<file path="src/rtl/nrzi_destuff_decoder.sv">
// NRZI receive decoder with bit destuffing and a small output FIFO toward the framer.
// Optional: define NRZI_DESTUFF_STUFF_ERROR_EN to flag stuffing violations and park in ERROR until sync.
//
// state | meaning
// RUN   | decode each symbol and push it, count consecutive 1s
// SKIP  | next symbol is a stuffed bit: update level only, push nothing
// ERROR | stuffing violation seen: track level only until sync (error build only)
module nrzi_destuff_decoder #(
    parameter int STUFF_LEN  = 6,
    parameter int FIFO_DEPTH = 4
) (
    input  logic i_clk,
    input  logic i_rst_n,
    input  logic i_sym_in,
    input  logic i_sym_valid,
    input  logic i_sync,
    output logic o_in_ready,
    output logic o_out_bit,
    output logic o_out_valid,
    input  logic i_out_ready,
    output logic o_overflow,
    output logic o_stuff_error
);
    localparam int CNT_W = $clog2(STUFF_LEN + 1);
    localparam int PTR_W = $clog2(FIFO_DEPTH);
    localparam logic [CNT_W-1:0] STUFF_CNT = CNT_W'(STUFF_LEN);
    localparam logic [PTR_W:0]   FULL_CNT  = (PTR_W + 1)'(FIFO_DEPTH);

    localparam logic [1:0] ST_RUN   = 2'd0;
    localparam logic [1:0] ST_SKIP  = 2'd1;
`ifdef NRZI_DESTUFF_STUFF_ERROR_EN
    localparam logic [1:0] ST_ERROR = 2'd2;
`endif

    logic [1:0]       r_state;
    logic             r_prev_level;
    logic [CNT_W-1:0] r_ones_cnt;
    logic             r_overflow;

    logic             r_mem [FIFO_DEPTH];
    logic [PTR_W-1:0] r_wr_ptr;
    logic [PTR_W-1:0] r_rd_ptr;
    logic [PTR_W:0]   r_count;

    logic             w_sym;
    logic             w_d;
    logic [CNT_W-1:0] w_ones_inc;
    logic             w_push;
    logic             w_pop;
    logic             w_full;
    logic             w_empty;
    logic             w_wr_en;

    // sync outranks a coincident symbol, so the symbol is simply not seen
    assign w_sym      = i_sym_valid & ~i_sync;
    assign w_d        = ~(i_sym_in ^ r_prev_level);
    assign w_ones_inc = r_ones_cnt + CNT_W'(1);
    assign w_push     = w_sym & (r_state == ST_RUN);

    assign w_full  = (r_count == FULL_CNT);
    assign w_empty = (r_count == '0);
    assign w_pop   = ~w_empty & i_out_ready;
    assign w_wr_en = w_push & (~w_full | w_pop);

    assign o_in_ready  = ~w_full;
    assign o_out_valid = ~w_empty;
    assign o_out_bit   = w_empty ? 1'b0 : r_mem[r_rd_ptr];
    assign o_overflow  = r_overflow;

`ifdef NRZI_DESTUFF_STUFF_ERROR_EN
    logic r_stuff_error;
    assign o_stuff_error = r_stuff_error;
`else
    assign o_stuff_error = 1'b0;
`endif

    always_ff @(posedge i_clk) begin
        if (!i_rst_n) begin
            r_state      <= ST_RUN;
            r_prev_level <= 1'b1;
            r_ones_cnt   <= '0;
`ifdef NRZI_DESTUFF_STUFF_ERROR_EN
            r_stuff_error <= 1'b0;
`endif
        end else if (i_sync) begin
            r_state      <= ST_RUN;
            r_prev_level <= 1'b1;
            r_ones_cnt   <= '0;
`ifdef NRZI_DESTUFF_STUFF_ERROR_EN
            r_stuff_error <= 1'b0;
`endif
        end else begin
`ifdef NRZI_DESTUFF_STUFF_ERROR_EN
            r_stuff_error <= 1'b0;
`endif
            if (w_sym) begin
                r_prev_level <= i_sym_in;
                case (r_state)
                    ST_RUN: begin
                        if (!w_d) begin
                            r_ones_cnt <= '0;
                        end else if (w_ones_inc == STUFF_CNT) begin
                            r_ones_cnt <= '0;
                            r_state    <= ST_SKIP;
                        end else begin
                            r_ones_cnt <= w_ones_inc;
                        end
                    end
                    ST_SKIP: begin
                        r_ones_cnt <= '0;
`ifdef NRZI_DESTUFF_STUFF_ERROR_EN
                        if (w_d) begin
                            r_stuff_error <= 1'b1;
                            r_state       <= ST_ERROR;
                        end else begin
                            r_state <= ST_RUN;
                        end
`else
                        // a missing transition is tolerated and the bit dropped as a stuff bit
                        r_state <= ST_RUN;
`endif
                    end
`ifdef NRZI_DESTUFF_STUFF_ERROR_EN
                    ST_ERROR: begin
                        r_state <= ST_ERROR;
                    end
`endif
                    default: begin
                        r_state    <= ST_RUN;
                        r_ones_cnt <= '0;
                    end
                endcase
            end
        end
    end

    always_ff @(posedge i_clk) begin
        if (!i_rst_n) begin
            r_wr_ptr   <= '0;
            r_rd_ptr   <= '0;
            r_count    <= '0;
            r_overflow <= 1'b0;
        end else begin
            r_overflow <= w_push & w_full & ~w_pop;
            if (w_wr_en) begin
                r_mem[r_wr_ptr] <= w_d;
                r_wr_ptr        <= r_wr_ptr + PTR_W'(1);
            end
            if (w_pop) begin
                r_rd_ptr <= r_rd_ptr + PTR_W'(1);
            end
            case ({w_wr_en, w_pop})
                2'b10:   r_count <= r_count + (PTR_W + 1)'(1);
                2'b01:   r_count <= r_count - (PTR_W + 1)'(1);
                default: r_count <= r_count;
            endcase
        end
    end
endmodule
</file>
<file path="config.mk">
export PLATFORM = sky130hd
export DESIGN_NAME = nrzi_destuff_decoder
export DESIGN_NICKNAME = d
export VERILOG_FILES = /design/src/rtl/nrzi_destuff_decoder.sv
export SDC_FILE = /design/constraint.sdc
export NUM_CORES = 1
export LEC_CHECK = 0
export CELL_PAD_IN_SITES_DETAIL_PLACEMENT = 0
export CELL_PAD_IN_SITES_GLOBAL_PLACEMENT = 1
export CORE_MARGIN = 2
export CORE_UTILIZATION = 47
export CTS_CLUSTER_SIZE = 12
export DETAILED_ROUTE_END_ITERATION = 6
export DONT_BUFFER_PORTS = 1
export PLACE_DENSITY_LB_ADDON = 0.1
export SLEW_MARGIN = 20
export SYNTH_ARGS = -nofsm -noshare
export SYNTH_HDL_FRONTEND = slang
export SYNTH_SLANG_ARGS = --single-unit
export TNS_END_PERCENT = 1
</file>
<file path="constraint.sdc">
create_clock -name i_clk -period 2.6 [get_ports i_clk]
set_input_delay 0.52 -clock i_clk [delete_from_list [all_inputs] [get_ports i_clk]]
set_output_delay 0.52 -clock i_clk [all_outputs]
set_load 0.005 [all_outputs]
</file>
==> summary.txt, run 1 <==
Setup path
  • Crit path kind: reg2reg
  • Slowest CP cell: dfxtp_1
  • Crit path max-delay family: simple AND/OR/NAND/NOR gates
  • Crit path max fanout: 6
  • R2R Setup Slk: around 0.33 ns
  • Critical path arrival: 2.50 ns
  • Critical path required time: roughly 2.8 ns
  • Max stage delay on crit path: between 0.4 and 0.5 ns
  • Crit path launch type: register
  • Ordered list of cells on the worst path: nor4b_4, nor3_2, inv_1, ha_1, inv_1, fa_1, xor2_1, or3_1, a21boi_0
  • Crit end category: register
  • Worst path bufs/invs: 2
  • Most frequent CP cell: inv_1

Routing
  • Antenna-violating nets left: 0
  • Drt wl/cell: 12.03 µm
  • Vias per Instance: around 5.0
  • Pre-antenna DRT Iters: 4
  • Vias: 621
  • DR DRC count: 0
  • Initial DRC Count: 5
  • Drt total wl: 1480 µm

Floorplan
  • Core area: slightly below 0.002 mm²
  • Starting density of the core: 0.5006
  • Die area: 0.002472 mm²
  • DIE HEIGHT: 49.72 µm
  • FP Rows: 16
  • Horiz. Die Dim: ~50 µm
  • Ports: 11

Timing
  • Final Cycle Share: 0.8728
  • Max frequency: 0.4407 GHz
  • Final Hold Fails: 0
  • Final setup fails: 0
  • Max Slew Vio Count: 0
  • Post-layout min period: 2.269 ns
  • Clk_skew: 0.001476 ns
  • Final setup TNS: 0 ns
  • RSZ-0062 raised after global routing: no

Yosys
  • Top FF cell, synth: dfxtp_1
  • Async S/R FF share, synth: 0
  • Mapped Avg Cell Area: between 10 and 15 µm²
  • Synthesis Warnings: 0
  • Syn_nets: 108
  • Seq cells post-synth: 19
  • Netlist Area Pre-Place: 982.2 µm²
  • Sequential share of the synthesized area: 0.4280
  • Post-synth cell types: 35
  • Cell count after synthesis: 94
  • EDFF count, synth: 4

Pwr
  • Peak supply drop: 0.4014 mV
  • Lkg Pwr: 0.4023 nW
  • Cell Pwr Density: 705.1 mW/mm²

CTS
  • CTS resizes: 0
  • CTS clk-pin slew, worst paths: 0.11 ns
  • Clock Latency Late Sink: 0.30 ns
  • Inserted Clock Buffers: 3
  • CTS Buffer Depth: 2
  • Clk sinks: 19
  • CTS tree: built
  • Post-CTS Hold Buffers: 0
  • Clk Tree Root Cell: clkbuf_4
  • Postcts setup bufs: 0
  • H-tree depth: 1

Global route
  • Met1 GRT Util: 0.1779
  • First-pass GRT wire length: 2594 µm
  • GRT Total Usage: 0.1402
  • Vias in the first global route: 614
  • Met2 Resource Use GR: 0.2133
  • Initial antenna violation count: 0
  • M3 GR Usage: 0.03636
  • Largest net degree at the start of global routing: 15
  • Gr busiest metal: met2
  • Grt ovf: 0

Final layout
  • Most common cell after layout, fill and taps aside: dfxtp_1
  • Fin util: 0.5261
  • P&R area growth vs syn: 5.096%
  • Ratio of cells with drive above 1 in the final layout: 0.1042
  • Final layout net count: 111
  • Commonest non-fill, non-tap cells in the layout: 15 x dfxtp_1, 10 x and2_1, 9 x inv_1
  • Ant diodes: 0

Placed design
  • Routability cong.: 0.7260
  • Dpl hpwl: 1132 µm
  • Number of buffers added on ports: 0

Job
  • Number of max-cap violations: 0

Status
  • Outcome: finished clean

Min path
  • Tightest Hold Check Type: in2reg
## stage by stage
| step | hold WS [ns] | cell area (µm²) | worst slack [ns] | std cells | power (mW) |
|---|---|---|---|---|---|
| 3_5_place_dp | 0.4598 | 1005 | 0.2925 | 119 | 0.5866 |
| 3_3_place_gp | 0.4560 | 1005 | 0.3933 | 119 | 0.5845 |
| 4_1_cts | 0.3176 | 1032 | 0.3122 | 123 | 0.7380 |
| 2_1_floorplan | 0.4436 | 982.2 | 0.4613 | 94 | 0.5522 |
| 5_1_grt | 0.3009 | 1032 | 0.1866 | 123 | 0.7846 |
| 6_report | 0.3223 | 1032 | 0.3307 | 123 | 0.7279 |
## synth_stat cells, drive strengths merged (2+ instances only)
master,instances,area [µm²]
ha,7,87.58
and2,10,62.56
mux2i,3,30.03
xnor2,3,26.28
dfxtp,15,300.3
xor2,3,26.28
o21ai,3,15.01
a21oi,2,10.01
nand2b,2,12.51
inv,9,33.78
or3,3,18.77
nand2,8,30.03
nand3,2,10.01
edfxtp,4,120.1
## cells by family (layout without fill, tap and decap cells)
logic type      after synthesis  count (layout)  share of synthesized area
compound gates               10              10                    0.07261
buf+inv                      11              13                    0.04586
mux                           4               4                    0.05350
other cells                   1               1                   0.003818
fa+ha+maj                     8               8                     0.1096
simple gates                 35              35                     0.2331
xor+xnor                      6               6                    0.05351
flops                        19              19                     0.4280
## final cells by class
cell class,count,area [µm²]
inverters,9,33.78
clock buffers,3,22.52
fillers,198,929.6
clock inverters,1,5.005
multi-input cells,64,516.7
well taps,27,33.78
flip-flops and latches,19,420.4
## metal layers
metal  wire length [µm]  vias to the layer above
met5                  0                        -
met4                 34                        0
met3                 82                        5
met2                646                       13
met1                716                      284
li1                   -                      319
## worst register-to-register path: cells and delay by family, from the launching register on
family,cells,cell delay (ns)
xor+xnor,1,0.15
buf+inv,2,0.13
fa+ha+maj,2,0.53
compound gates,1,0.19
flops,1,0.41
simple gates,3,0.78
## final timing paths
kind                       from             to  cells past startpoint
setup / recovery     r_count[0]     r_count[2]                      9
hold reg to reg   r_ones_cnt[2]  r_ones_cnt[2]                      2
setup reg to reg     r_count[0]     r_count[2]                      9
hold / removal      i_sym_valid  r_ones_cnt[1]                      1
## power by group
group          switching, mW  internal, mW
registers             0.0465         0.341
clock network         0.0936        0.0574
logic                 0.0898        0.0995
total                  0.230         0.498
Power figures use the tool's default switching activity.
==> run 2, diff against run 1 <==
--- a/config.mk
+++ b/config.mk
@@ -5,9 +5,9 @@
 export SDC_FILE = /design/constraint.sdc
 export NUM_CORES = 1
 export LEC_CHECK = 0
+export ABC_CLOCK_PERIOD_IN_PS = 2600
 export CELL_PAD_IN_SITES_DETAIL_PLACEMENT = 0
 export CELL_PAD_IN_SITES_GLOBAL_PLACEMENT = 1
-export CORE_MARGIN = 2
 export CORE_UTILIZATION = 47
 export CTS_CLUSTER_SIZE = 12
 export DETAILED_ROUTE_END_ITERATION = 6
@@ -17,4 +17,4 @@
 export SYNTH_ARGS = -nofsm -noshare
 export SYNTH_HDL_FRONTEND = slang
 export SYNTH_SLANG_ARGS = --single-unit
-export TNS_END_PERCENT = 1
+export TNS_END_PERCENT = 100
==> run 2 against run 1 <==
Hold slack improved by 0.0070 ns. Combinational power hardly changed. Worst setup slack improved by 0.032 ns. Count of clock-buffer cells in the layout grew 1. Clock skew up 0.010 ns. Clock power is essentially flat. Design area fell by 0.12%.
==> summary.txt, run 2 (synthesized netlist as in run 1, its figures left out) <==
Status
  • Outcome: finished clean

CTS
  • Clock Latency Late Sink: 0.30 ns
  • Clk Tree Root Cell: clkbuf_4
  • Clk sinks: 19
  • H-tree depth: 1
  • Postcts setup bufs: 0
  • CTS tree: built
  • CTS resizes: 0
  • CTS Buffer Depth: 2
  • Inserted Clock Buffers: 3
  • Post-CTS Hold Buffers: 0
  • CTS clk-pin slew, worst paths: 0.11 ns

Routing
  • Pre-antenna DRT Iters: 3
  • Met2 wire len: 622 µm
  • Initial DRC Count: 11
  • Drt total wl: 1455 µm
  • Drt wl/cell: 11.83 µm
  • DR top layer: met4
  • Vias: 624
  • Met3 routed WL: 80 µm
  • Vias per Instance: about 5
  • Routed metal-1 wirelength: 739 µm
  • Antenna-violating nets left: 0
  • DR DRC count: 0

Setup path
  • Max stage delay on crit path: 0.41 ns
  • Crit path max-delay family: simple AND/OR/NAND/NOR gates
  • Critical Path Source: r_count[0]
  • Critical path arrival: 2.47 ns
  • Crit path max fanout: 6
  • Crit path kind: reg2reg
  • Crit end category: register
  • R2R Setup Slk: 0.36 ns
  • Slowest CP cell: dfxtp_1
  • Most frequent CP cell: inv_1
  • Critical path required time: around 2.8 ns
  • Worst path bufs/invs: 2
  • Ordered list of cells on the worst path: nor4b_4, nor3_2, inv_1, ha_1, inv_1, fa_1, xor2_1, or3_1, a21boi_0
  • R2R Path End: r_count[2]
  • FF-to-FF Start: r_count[0]
  • Crit path launch type: register
  • Worst r2r path cells: 9

Floorplan
  • DIE HEIGHT: 47.72 µm
  • Core area: 0.001962 mm²
  • Die area: ~0.0023 mm²
  • FP Rows: 16
  • Horiz. Die Dim: 47.72 µm
  • Ports: 11
  • Starting density of the core: 0.5006

Pwr
  • Overall power: 0.7272 mW
  • Peak supply drop: 0.2640 mV
  • Lkg Pwr: 0.3996 nW
  • Part of the power in registers: 0.534
  • Cell Pwr Density: roughly 710 mW/mm²
  • Int Power: 0.5006 mW
  • Clock power frac: 0.206
  • Comb power frac: 0.260
  • Sw power: 0.2266 mW
  • Sw Ratio: 0.3116

Global route
  • First-pass GRT wire length: 2076 µm
  • Grt ovf: 0
  • Initial antenna violation count: 0
  • Vias in the first global route: between 500 and 600
  • Largest net degree at the start of global routing: 15
  • GRT Total Usage: 0.1336

Placed design
  • Number of buffers added on ports: 0
  • Routability cong.: roughly 0.7
  • Dpl hpwl: 1113 µm

Final layout
  • P&R area growth vs syn: 4.968%
  • Most common cell after layout, fill and taps aside: dfxtp_1
  • Commonest non-fill, non-tap cells in the layout: 15 x dfxtp_1, 10 x and2_1, 9 x inv_1
  • Ratio of cells with drive above 1 in the final layout: 0.09375
  • Ant diodes: 0
  • Final layout net count: 111

Timing
  • Final setup TNS: 0 ns
  • Max Slew Vio Count: 0
  • Max frequency: 0.4470 GHz
  • Final setup fails: 0
  • Final Cycle Share: 0.8604
  • RSZ-0062 raised after global routing: no
  • Post-layout min period: 2.237 ns
  • Final Hold Fails: 0
  • Clk_skew: around 0.012 ns

Min path
  • Hold Path Cell Cnt: 1
  • Tightest Hold Check Type: in2reg
  • Hold Path Sink: r_ones_cnt[1]
  • HP Start: i_sym_valid

Job
  • Number of max-cap violations: 0
[run 2: how the worst max path moves through the flow]
| stage | end | depth (start not counted) | slack, ns |
|---|---|---|---|
| final | r_count[2] | 9 | 0.36 |
| after global routing | r_count[2] | 9 | 0.20 |
| after CTS | r_count[2] | 9 | 0.34 |
| after detailed placement | r_count[2] | 9 | 0.31 |
| after global placement | r_count[2] | 9 | 0.40 |
| after floorplan | r_count[2] | 9 | 0.46 |
[run 2: final cells by class]
type	count	area (µm²)
clock buffers	4	26.28
fillers	198	930.9
inverters	9	33.78
multi-input cells	64	516.7
flip-flops and latches	19	420.4
well taps	27	33.78
[run 2: power by group through the flow]
stage	clock network (mW)	registers (mW)	logic [mW]
2_1_floorplan	0	0.385	0.167
3_3_place_gp	0	0.395	0.190
3_5_place_dp	0	0.396	0.191
4_1_cts	0.153	0.390	0.193
5_1_grt	0.167	0.394	0.216
6_report	0.150	0.388	0.189
[run 2: metrics by stage]
step | setup WS, ns | hold slack (ns) | util | instances | area, µm²
2_1_floorplan | 0.4613 | 0.4436 | - | 94 | 982.2
3_3_place_gp | 0.3951 | 0.4567 | 0.5121 | 119 | 1005
3_5_place_dp | 0.3112 | 0.4620 | 0.5121 | 119 | 1005
4_1_cts | 0.3359 | 0.3254 | 0.5255 | 123 | 1031
5_1_grt | 0.1997 | 0.3220 | 0.5255 | 123 | 1031
6_report | 0.3629 | 0.3293 | 0.5255 | 123 | 1031
[run 2: per-layer routing]
| metal | global-route usage | up-vias |
|---|---|---|
| li1 | - | 318 |
| met2 | 0.2000 | 12 |
| met1 | 0.1741 | 292 |
| met3 | 0.03019 | 2 |
| met5 | 0 | - |
| met4 | 0.08333 | 0 |
